`src/rtl/top_level.sv`:
```
// -----------------------------------------------------------------------------
// top_level -- single-voice digital waveform generator
//
// A free-running phase accumulator advances by FREQ_INC every clock. Its top
// byte (the phase p) drives four wave shapers: saw, square, triangle, and a
// noise source taken from a free-running 16-bit Galois LFSR. WaveType picks
// one shape, and the result is registered onto Waveform, so there is one
// sample per clock and one clock of latency.
//
// Parameters
//   PHASE_WIDTH  phase accumulator width in bits (>= 9)
//   FREQ_INC     phase increment per clock (sets the pitch)
//   LFSR_SEED    noise LFSR reset value (must be non-zero)
//
// Ports
//   Clock     in   1  system clock; all state updates on the rising edge
//   Reset     in   1  asynchronous, active-low reset
//   WaveType  in   2  shape select: 00 saw, 01 square, 10 triangle, 11 noise
//   Waveform  out  8  registered unsigned sample
// -----------------------------------------------------------------------------
module top_level #(
  parameter int unsigned             PHASE_WIDTH = 16,
  parameter logic [PHASE_WIDTH-1:0]  FREQ_INC    = PHASE_WIDTH'(1024),
  parameter logic [15:0]             LFSR_SEED   = 16'hACE1
) (
  input  logic       Clock,
  input  logic       Reset,
  input  logic [1:0] WaveType,
  output logic [7:0] Waveform
);

  typedef enum logic [1:0] {
    WAVE_SAW      = 2'b00,
    WAVE_SQUARE   = 2'b01,
    WAVE_TRIANGLE = 2'b10,
    WAVE_NOISE    = 2'b11
  } wave_e;

  // Galois feedback mask for x^16 + x^14 + x^13 + x^11 + 1.
  localparam logic [15:0] LFSR_MASK = 16'hB400;

  logic [PHASE_WIDTH-1:0] acc_q, acc_d;
  logic [15:0]            lfsr_q, lfsr_d;
  logic [7:0]             wave_q, wave_d;

  logic [7:0]             phase;
  logic [7:0]             tri_ramp;
  wave_e                  wave_sel;

  // Top byte of the pre-update accumulator is the phase that is shaped.
  assign phase    = acc_q[PHASE_WIDTH-1 -: 8];
  assign tri_ramp = {phase[6:0], 1'b0};
  assign wave_sel = wave_e'(WaveType);

  // NOTE: every signal written here gets a default before any branch, so no
  // path can leave a value unassigned and infer a latch.
  always_comb begin
    // The sum wraps modulo 2^PHASE_WIDTH; the carry out is dropped on purpose.
    acc_d  = acc_q + FREQ_INC;
    lfsr_d = {1'b0, lfsr_q[15:1]} ^ (lfsr_q[0] ? LFSR_MASK : 16'h0000);

    wave_d = 8'h00;
    unique case (wave_sel)
      WAVE_SAW:      wave_d = phase;
      WAVE_SQUARE:   wave_d = phase[7] ? 8'hFF : 8'h00;
      // Rising half doubles the phase (0..254); the falling half inverts the
      // same ramp (255..1), so the peak and trough each appear once.
      WAVE_TRIANGLE: wave_d = phase[7] ? ~tri_ramp : tri_ramp;
      WAVE_NOISE:    wave_d = lfsr_q[7:0];
      default:       wave_d = 8'h00;
    endcase
  end

  // NOTE: state registers use non-blocking assignments so every flop samples
  // the pre-edge values of the others, which gives the one-clock latency from
  // acc/lfsr/WaveType to Waveform.
  always_ff @(posedge Clock or negedge Reset) begin
    if (!Reset) begin
      acc_q  <= '0;
      lfsr_q <= LFSR_SEED;
      wave_q <= 8'h00;
    end else begin
      acc_q  <= acc_d;
      lfsr_q <= lfsr_d;
      wave_q <= wave_d;
    end
  end

  assign Waveform = wave_q;

endmodule

```
`config.mk`:
```
export PLATFORM = sky130hd
export DESIGN_NAME = top_level
export DESIGN_NICKNAME = d
export VERILOG_FILES = /design/src/rtl/top_level.sv
export SDC_FILE = /design/constraint.sdc
export NUM_CORES = 1
export LEC_CHECK = 0
export CAP_MARGIN = 20
export CORE_ASPECT_RATIO = 0.6
export CORE_MARGIN = 3
export CORE_UTILIZATION = 25
export CTS_BUF_LIST = sky130_fd_sc_hd__clkbuf_4 sky130_fd_sc_hd__clkbuf_8
export CTS_CLUSTER_DIAMETER = 150
export DETAILED_ROUTE_END_ITERATION = 8
export PLACE_DENSITY_LB_ADDON = 0.08
export SLEW_MARGIN = 10
export SYNTH_ARGS = -nofsm -noshare
export SYNTH_HDL_FRONTEND = slang
export SYNTH_SLANG_ARGS = --single-unit
```
`constraint.sdc`:
```
create_clock -name Clock -period 1.2 [get_ports Clock]
set_input_delay 0.12 -clock Clock [delete_from_list [all_inputs] [get_ports Clock]]
set_output_delay 0.12 -clock Clock [all_outputs]
set_load 0.01 [all_outputs]
```
* Word-level counts from Yosys, hierarchy flattened
Index checks and enable logic that the tools add are counted. Widths: inputs -> output; s select.
Cells by class: add/subtract/negate cells 1, eq/ne operators 3, multiplexer cells 4, bitwise operators 2, reductions and logical operators 1
Operator list (count):
- $pmux 8 s4 | 1
- $add 16x11->16 const B | 1
- $mux 16 | 1
- $mux 8 | 2
- $xor 15x16->16 | 1
- $not 8->8 | 1
- $eq 2x2->1 const B | 2
- $eq 2x1->1 const B | 1
- $logic_not 2->1 | 1
Storage, ports and cells: bits in registers 40, output and inout port bits 8, logic and storage cells 14

* Depth between registers and ports, before layout
Gate-level depths: netlist of run 1.
word-level depth 3, mapped depth 4

* Least setup slack after synthesis of run 1
No wires, ideal clock.
path kind flip-flop to flip-flop, from register acc_q[15], to register wave_q[4], in the netlist Waveform[4], library setup time 0.138 ns, data arrival time 1.134 ns, data required time 1.062 ns, setup slack -0.072 ns, cell stages (with the launch flop) 4, buffers on the path 1, clock period less this slack 1.272 ns, path through dfrtp_1 buf_6 xor2_1 mux4_2
Between the ends: word-level cells in the longest chain between the ends 2, elaborated cells between the ends (all ways) 3, those cells by class 3 x mux
Ends and longest elaborated chain:
- start, declared | line 42 | logic [PHASE_WIDTH-1:0] acc_q, acc_d;
- start signal, assigned | line 79 | acc_q <= '0;
- start signal, assigned | line 83 | acc_q <= acc_d;
- $mux 8, on equally long branches | line 68, 65
- $pmux 8 s4 * | line 63 | unique case (wave_sel)
- net wave_d[4] | line 44 | logic [7:0] wave_q, wave_d;
- end signal, assigned | line 85 | wave_q <= wave_d;
- end, declared | line 44
Mark *: on every way through the listed nets, which the timed path passes. The rest lies on a longest branch.

* Worst setup path in the final report of run 1
from register acc_q[15], to register wave_q[3], in the netlist Waveform[3]
Same word-level chain as after synthesis.

==> reports/results.txt, run 1 <==
Status: finished with violations
Violated checks: negative setup slack
Routed wire length: 1977 um
Buffers added on ports: 11
Most common cell in the synthesized netlist: dfrtp_1
Post-synth top area cell: dfrtp_1
Pre-CTS WS: -0.2904 ns
Crit path max fanout: 7
Layout cells sized above 1: 0.3263
Sinks on the clock net: 30
Hold Path Class: in -> async
Slowest CP cell: dfrtp_2
I/O pin cnt: 12
Pre-antenna DRT Iters: 4
Rel. slew slack: 0.7920
Initial drt markers: 23
GRT overflow: 0
WL/cell: 12.75 um
Root Driver: clkbuf_8
Clock buffer depth: 2
DIE AREA: 0.005268 mm^2
Vias in the first global route: 612
TritonCTS Buffers: 5
Reg2reg path depth: 2
Placed wire-length estimate: 1330 um
Post-route ant nets: 0
Area added between synthesis and finish: 30.42%
Fin Setup TNS: -0.06910 ns
Clock skew: 0.004256 ns
Max-cap violations: 0
DR vias: 594
Critical-path cell list: xor2_1 > mux4_2
First-pass GRT wire length: 3387 um
Worst path arrival time: 1.37 ns
Nets: 99
Worst Max-Slew Pin Slew: 0.3110 ns
Final hold violation count: 0
P_int: 1.583 mW
Final Wtd Congestion: 0.6996
Synth Cell Area: 0.001102 mm^2
Clock transition at the registers of the reported paths: 0.06 ns
Commonest cells in the netlist: 22 x dfrtp_1, 9 x xor2_1, 8 x dfstp_2, 6 x o21ai_0, 3 x mux4_1
FF-to-FF Start: acc_q[15]
CP peak stage delay: 0.47 ns
Crit start category: register
Power Dens Cells: 1397 mW/mm^2
Sw frac: 0.2119
Yosys reg bits: 30
Peak supply drop: 0.0003876 V
Crit Path Category: reg -> reg
Seq/Total Area, Yosys: 0.6901
Syn nets: 75
Sequential Power Share: 0.517
Period utilisation layout: 1.024
FFs w/ async S/R, synth: 1.000
Floorplan row count: 18
Core area: 0.004167 mm^2
Final setup vio count: 4
Initial antenna violation count: 0
Post-synth EDFFs: 0
Diode count: 0
Largest net degree at the start of global routing: 31
GRT Overall Usage: 0.08899
YS warnings: 0
H-tree Lvls: 2
Switching pwr: 0.4257 mW
Final WS setup: -0.02884 ns
Static Leak: 0.6769 nW
Synth top area cells: dfrtp_1 50%, dfstp_2 19%, mux4_1 7.2%
Die width: 91.73 um
RSZ-0062 raised after global routing: yes
Die H: 57.44 um
Synth cell types: 21
Mean Syn Cell Area: 15.75 um^2
F_max: 813.8 MHz
Minimum clock period: 1.229 ns
Clock Latency Late Sink: 0.27 ns
Remaining routing DRC violations: 0
Vias per Instance: 3.832
Clk network pwr share: 0.417
Setup Fix Bufs, Post-CTS: 0
Cells after synthesis: 70
Worst Path Required: 1.34 ns
Starting Density: 0.2646
TritonCTS clock tree: yes
FF-to-FF End: Waveform[3]
Max-slew violations: 0
Critical path endpoint category: register
Flop2flop setup slack: -0.03 ns
Top-area cell type share of the netlist area: 0.4994
Main flop type after synthesis: dfrtp_1
Combinational group share of total power: 0.066
repair_timing:
action                     4_1_cts  5_1_grt
hold buffers                     0        0
setup endpoints to repair       15        7
pin swaps                        3        0
resized for setup               12        3
cloned                           0        0
final cells by class:
type	count	area [um^2]
Fill cell	419	2729
Sequential cell	30	762.0
Multi-Input combinational cell	35	305.3
Timing Repair Buffer	20	192.7
Clock buffer	7	90.09
Tap cell	60	75.07
Inverter	2	7.507
Clock inverter	1	5.005
registers in the layout, indices dropped and copies added (netlist names):
signal    count
acc_q         6
lfsr_q       16
Waveform      8
power by group through the flow:
stage          sequential [mW]  combinational, mW  clock, mW
2_1_floorplan             1.07             0.0349          0
3_3_place_gp              1.06              0.147          0
3_5_place_dp              1.06              0.147          0
4_1_cts                   1.04              0.134      0.867
5_1_grt                   1.04              0.145      0.914
6_report                  1.04              0.132      0.838
layer usage:
| metal | share of wire | global-route usage | up-vias |
|---|---|---|---|
| met4 | 0.010 | 0.03171 | 0 |
| met5 | 0 | 0 | - |
| met1 | 0.59 | 0.1438 | 295 |
| met2 | 0.35 | 0.09138 | 11 |
| met3 | 0.050 | 0.04743 | 4 |
| li1 | - | - | 284 |
worst max-delay path by stage:
stage / startpoint / end / slack, ns / cells past startpoint
after global routing: acc_q[15] / Waveform[3] / -0.07 / 2
final: acc_q[15] / Waveform[3] / -0.03 / 2
after CTS: acc_q[15] / Waveform[4] / -0.04 / 2
after global placement: WaveType[1] / Waveform[3] / -0.26 / 2
after floorplan: acc_q[15] / Waveform[4] / -0.05 / 3
after detailed placement: WaveType[1] / Waveform[3] / -0.29 / 2
critical path, delay by kind of cell (launching register included):
| family | cells | cell delay, ns |
|---|---|---|
| flip-flops | 1 | 0.47 |
| XOR/XNOR | 1 | 0.16 |
| multiplexers | 1 | 0.46 |
layout by cell type (no fill, tap or decap), types with 3 or more instances in the layout:
| master | instances |
|---|---|
| o21ai_0 | 4 |
| clkdlybuf4s50_1 | 3 |
| dlygate4sd2_1 | 8 |
| mux4_2 | 4 |
| dfstp_2 | 8 |
| buf_4 | 7 |
| xor2_1 | 9 |
| dfrtp_1 | 21 |
| clkbuf_8 | 6 |
cells by family after synthesis:
group                    synth area share
AO/OA/AOI/OAI                     0.05222
multiplexers                      0.09194
AND/OR/NAND/NOR                   0.04200
XOR/XNOR                          0.08741
flip-flops                         0.6901
buffers and inverters             0.02497
adder cells (fa/ha/maj)           0.01135
through the flow:
step	hold WS, ns	cell area [um^2]	utilization	cells	power (mW)
after floorplan	-0.1756	1102	-	70	1.104
after global placement	0.3356	1360	0.3264	147	1.205
after detailed placement	0.3371	1360	0.3264	147	1.204
after CTS	0.2105	1435	0.3444	155	2.041
after global routing	0.2097	1438	0.3450	155	2.100
final	0.2093	1438	0.3450	155	2.009
No activity file was read; power rests on OpenSTA's default activity.
==> run 2, diff against run 1 <==
Settings changed: DONT_BUFFER_PORTS set to 1.
==> reports/results.txt, run 2 (same netlist as run 1, synthesis figures left out) <==
Status: finished with violations
Violated checks: negative hold slack, negative setup slack
WL/cell: 13.37 um (+4.8%)
Period utilisation layout: 1.024 (about the same)
Switching pwr: 0.4113 mW (-3.4%)
Commonest non-fill, non-tap cell in the layout: dfrtp_1
Pre-CTS WS: -0.1143 ns (+0.1761 ns)
Post-route ant nets: 0 (unchanged)
Clock Latency Late Sink: 0.28 ns (about the same)
Hold Slack: -0.006497 ns (-0.2158 ns)
I/O pin cnt: 12 (unchanged)
CP peak stage delay: 0.48 ns (about the same)
Remaining routing DRC violations: 0 (unchanged)
Non-Filler Instances: 146 (-5.8%)
Peak supply drop: 0.0003428 V (-12%)
Clock skew: 0.007208 ns (+0.002951 ns)
Clk network pwr share: 0.454 (+0.037)
FF-to-FF End: Waveform[6]
P_int: 1.648 mW (+4.1%)
Critical Path Start: acc_q[15]
H-tree Lvls: 2 (unchanged)
Crit start category: register
Static Leak: 0.6327 nW (-6.5%)
Crit Path Category: reg -> reg
Vias in the first global route: 579 (-5.4%)
Max-slew violations: 0 (unchanged)
Area added between synthesis and finish: 24.29%
Final setup vio count: 4 (unchanged)
Largest register by flop count: lfsr_q
Worst Max-Slew Pin Slew: 0.1928 ns (-0.1182 ns)
Rel. slew slack: 0.8711 (+0.07905)
Sw frac: 0.1997 (-0.01223)
Die H: 57.44 um (unchanged)
Critical-path cell list: xor2_1 > mux4_2
Power Dens Cells: 1503 mW/mm^2 (+7.6%)
Root Driver: clkbuf_8
DR vias: 587 (-1.2%)
Vias per Instance: 4.021 (+4.9%)
Final hold violation count: 1 (+1)
Routed wire length: 1952 um (-1.3%)
Clock buffer depth: 2 (unchanged)
Crit path max fanout: 8 (+1)
Slowest CP cell: dfrtp_2
Hold Path Class: in -> reg
RSZ-0062 raised after global routing: yes
Placed cell count: 134 (-8.8%)
Hold Path Origin: WaveType[1]
Initial drt markers: 9 (-61%)
Pre-antenna DRT Iters: 4 (unchanged)
Core area: 0.004167 mm^2 (unchanged)
Layout cells sized above 1: 0.3605 (+0.03415)
Floorplan row count: 18 (unchanged)
Worst path arrival time: 1.38 ns (about the same)
Initial antenna violation count: 0 (unchanged)
Starting Density: 0.2646 (unchanged)
CP Capture Point: Waveform[6]
Flop2flop setup slack: -0.03 ns (about the same)
Final WS setup: -0.02841 ns (+0.0004385 ns)
Buffers added on ports: 0 (-11)
Minimum clock period: 1.228 ns (-0.0004385 ns)
Combinational group share of total power: 0.034 (-0.032)
Nets: 90 (-9.1%)
Placed wire-length estimate: 1263 um (-5.0%)
Clock transition at the registers of the reported paths: 0.06 ns (about the same)
Layout fillers: 423 (+0.95%)
Max-cap violations: 0 (unchanged)
TritonCTS Buffers: 5 (unchanged)
GRT overflow: 0 (unchanged)
Total Power: 2.060 mW (+2.5%)
Max FFs per register: 16 (unchanged)
First-pass GRT wire length: 3229 um (-4.7%)
FF-to-FF Start: acc_q[15]
Reg2reg path depth: 2 (unchanged)
Worst Path Required: 1.36 ns (+0.02 ns)
Critical path endpoint category: register
F_max: 814.1 MHz (about the same)
Largest net degree at the start of global routing: 31 (unchanged)
Final Wtd Congestion: 0.6871 (-1.8%)
Diode count: 0 (unchanged)
GRT Overall Usage: 0.08852 (-0.0004695)
DIE AREA: 0.005268 mm^2 (unchanged)
Die width: 91.73 um (unchanged)
TritonCTS clock tree: yes
Final Util: 0.3288 (-0.01622)
Commonest non-fill, non-tap cells in the layout: 21 x dfrtp_1, 9 x xor2_1, 8 x clkbuf_8, 8 x dfstp_2, 6 x buf_4
Sequential Power Share: 0.512 (-0.005)
Sinks on the clock net: 30 (unchanged)
==> run 2: cell count changes in the layout (fill, tap and decap cells not counted), sizes merged <==
cell           previous run  this run
buf                       9         8
clkinv                    1         0
dlygate4sd3               0         3
dlygate4sd2               8         0
clkbuf                    7         8
clkdlybuf4s50             3         0
==> run 2: power groups by stage <==
stage	clock network (mW)	logic, mW	registers [mW]
after detailed placement	0	0.0309	1.07
after global routing	1.03	0.0803	1.06
after global placement	0	0.0307	1.07
after CTS	0.971	0.0676	1.05
final	0.936	0.0702	1.05
after floorplan	0	0.0349	1.07
==> run 2: cell type report <==
class	count	area [um^2]	share of cell area
Sequential cell	30	762.0	0.5562
Multi-Input combinational cell	35	309.0	0.2256
Clock buffer	8	110.1	0.08037
Timing Repair Buffer	11	106.4	0.07763
Tap cell	60	75.07	0.05479
Inverter	2	7.507	0.005479
==> run 2: worst min path at each step <==
stage	endpoint	cells past startpoint
final	Waveform[0]	2
after detailed placement	lfsr_q[8]	0
after floorplan	Waveform[0]	0
after global routing	Waveform[0]	2
after global placement	lfsr_q[8]	0
after CTS	Waveform[0]	2
==> run 2: timing repair <==
| action | CTS | global route |
|---|---|---|
| setup buffers | 0 | 0 |
| setup endpoints to repair | 7 | 7 |
| resized for setup | 5 | 5 |
| pin swaps | 3 | 1 |
| hold buffers | 3 | 1 |
| hold endpoints to repair | 33 | 1 |
==> run 2: per-stage QoR <==
step / area (um^2) / TNS, ns
floorplan: 1102 / -0.05357
global placement: 1210 / -0.3980
detailed placement: 1210 / -0.3861
CTS: 1354 / -0.09865
global route: 1370 / -0.2389
finish: 1370 / -0.07774
==> run 2: routing by layer <==
layer | global-route usage | wire, um | vias to the layer above
met3 | 0.05534 | 180 | 6
met1 | 0.1209 | 994 | 300
met4 | 0.06342 | 49 | 0
li1 | - | - | 267
met5 | 0 | 0 | -
met2 | 0.09657 | 728 | 14
==> run 2: worst max-delay path, delay by kind of cell (launching register included) <==
family / cells / cell delay [ns]
DFF: 1 / 0.48
muxes: 1 / 0.45
xor gates and xnor gates: 1 / 0.18
==> run 3, diff against run 2 <==
Settings changed: SETUP_SLACK_MARGIN set to 0.4.
==> reports/results.txt, run 3 (same netlist as run 1, synthesis figures left out) <==
Critical-path cell list: xor2_1 > mux4_2
Minimum clock period: 1.235 ns (+0.006536 ns)
Rel. slew slack: 0.8488 (-0.02226)
Vias per Instance: 4.000 (-0.51%)
TritonCTS clock tree: yes
Multi-input gate area: 377.9 um^2 (+22%)
Initial drt markers: 24 (+15)
Floorplan row count: 18 (unchanged)
Power Dens Cells: 1315 mW/mm^2 (-13%)
Routed wire length: 2159 um (+11%)
Largest net degree at the start of global routing: 31 (unchanged)
Post-route ant nets: 0 (unchanged)
Crit start category: register
Worst Path Required: 1.35 ns (about the same)
Seq. cell area: 762.0 um^2 (unchanged)
DIE AREA: 0.005268 mm^2 (unchanged)
Layout cells sized above 1: 0.5055 (+0.1450)
Max-slew violations: 0 (unchanged)
RSZ-0062 raised after global routing: yes
H-tree Lvls: 2 (unchanged)
Pre-CTS WS: -0.1439 ns (-0.02957 ns)
Die width: 91.73 um (unchanged)
Total Power: 1.938 mW (-5.9%)
Nets: 95 (+5.6%)
Placed wire-length estimate: 1360 um (+7.6%)
Slowest CP cell: dfrtp_2
Starting Density: 0.2646 (unchanged)
Pre-antenna DRT Iters: 3 (-1)
Final hold violation count: 30 (+29)
Sinks on the clock net: 30 (unchanged)
Commonest non-fill, non-tap cell in the layout: dfrtp_1
Core area: 0.004167 mm^2 (unchanged)
Largest register by flop count: lfsr_q
Crit Path Category: reg -> reg
Final setup vio count: 4 (unchanged)
First-pass GRT wire length: 3657 um (+13%)
CP peak stage delay: 0.47 ns (about the same)
Clock skew: 0.006322 ns (-0.0008857 ns)
Static Leak: 0.6769 nW (+7.0%)
Clock transition at the registers of the reported paths: 0.06 ns (about the same)
F_max: 809.8 MHz (-0.53%)
WP buf/inv: 0 (unchanged)
Max FFs per register: 16 (unchanged)
Max-cap violations: 0 (unchanged)
Diode count: 0 (unchanged)
Crit path max fanout: 6 (-2)
Remaining routing DRC violations: 0 (unchanged)
Post-route cell area: 0.001474 mm^2 (+7.6%)
Clock buffer depth: 2 (unchanged)
Period utilisation layout: 1.029 (+0.005447)
GRT Overall Usage: 0.09832 (+0.009798)
Vias in the first global route: 676 (+17%)
Layout fillers: 409 (-3.3%)
Final WS setup: -0.03494 ns (-0.006536 ns)
Hold Slack: -0.4699 ns (-0.4634 ns)
I/O pin cnt: 12 (unchanged)
Initial antenna violation count: 0 (unchanged)
Delay-heaviest family, CP: flip-flops
Area added between synthesis and finish: 33.71%
Die H: 57.44 um (unchanged)
DR vias: 604 (+2.9%)
Peak supply drop: 0.0003900 V (+14%)
Commonest non-fill, non-tap cells in the layout: 21 x dfrtp_1, 10 x buf_6, 9 x xor2_1
Post-DP Area: 0.001220 mm^2 (+0.83%)
Root Driver: clkbuf_8
Hold Path Class: in -> async
Worst path arrival time: 1.39 ns (about the same)
Critical path endpoint category: register
Worst Max-Slew Pin Slew: 0.2260 ns (+0.03328 ns)
Final Wtd Congestion: 0.6549 (-4.7%)
Violated checks: negative hold slack, negative setup slack
TritonCTS Buffers: 5 (unchanged)
CTS Hold Bufs: 1 (-2)
GRT overflow: 0 (unchanged)
Clock Latency Late Sink: 0.28 ns (about the same)
Buffers added on ports: 0 (unchanged)
Status: finished with violations
WL/cell: 14.30 um (+6.9%)
==> run 3: cell count changes in the layout (fill, tap and decap cells not counted), moves of 2 or more <==
cell and change:
buf_6 +9, clkbuf_4 +3, clkbuf_8 -3, dlygate4sd3_1 -2, nand3_1 -2, nand3_4 +2, o21ai_0 -2, o21ai_1 +2
xnor2_1 -2, xnor2_2 +2
==> run 3: per-stage QoR <==
| step | hold slack, ns | utilization | setup TNS, ns | std cells |
|---|---|---|---|---|
| 4_1_cts | -0.4823 | 0.3438 | -0.06789 | 149 |
| 2_1_floorplan | -0.1756 | - | -0.05354 | 70 |
| 3_5_place_dp | -0.1745 | 0.2928 | -0.4903 | 135 |
| 3_3_place_gp | -0.1747 | 0.2928 | -0.3829 | 135 |
| 6_report | -0.4699 | 0.3538 | -0.08238 | 151 |
| 5_1_grt | -0.4930 | 0.3538 | -0.2672 | 151 |
==> run 3: worst reg2reg max path: stages (launching register included) <==
cell     delay (ns)
dfrtp_2        0.47
xor2_1         0.17
mux4_2         0.46
==> run 3: final timing paths <==
check / from / endpoint / slack [ns] / depth (start not counted)
setup / recovery: acc_q[15] / Waveform[5] / -0.03 / 2
hold / removal: Reset / Waveform[5] / -0.47 / 0
setup reg to reg: acc_q[15] / Waveform[5] / -0.03 / 2
hold reg to reg: lfsr_q[9] / lfsr_q[8] / 0.35 / 0
max in group asynchronous: Reset / lfsr_q[11] / 1.49 / 0
min in group Clock: WaveType[0] / Waveform[3] / 0.02 / 1
==> run 3: power breakdown <==
group / total [mW] / switching [mW] / internal [mW]
clock network: 0.841 / 0.362 / 0.479
registers: 1.05 / 0.0199 / 1.03
logic: 0.0424 / 0.0161 / 0.0263
total: 1.94 / 0.398 / 1.54
==> run 3: layout make-up <==
class | instances | share of cell area
sequential | 30 | 0.5170
multi-input combinational | 35 | 0.2564
timing repair buffer | 16 | 0.1087
clock buffer | 8 | 0.06197
tap | 60 | 0.05093
inverter | 2 | 0.005093
==> run 3: repair_timing <==
item                                    CTS  global route
endpoints found under the setup margin   24            25
endpoints found under the hold margin    33            30
setup buffers                             5             2
pin swaps                                 8             2
gates resized for setup                  25             4
==> run 3: per-layer routing <==
metal | track usage | wire [um] | vias up
met4 | 0.06131 | 56 | 0
li1 | - | - | 273
met1 | 0.1219 | 1026 | 309
met3 | 0.06588 | 209 | 7
met5 | 0 | 0 | -
met2 | 0.1236 | 867 | 15
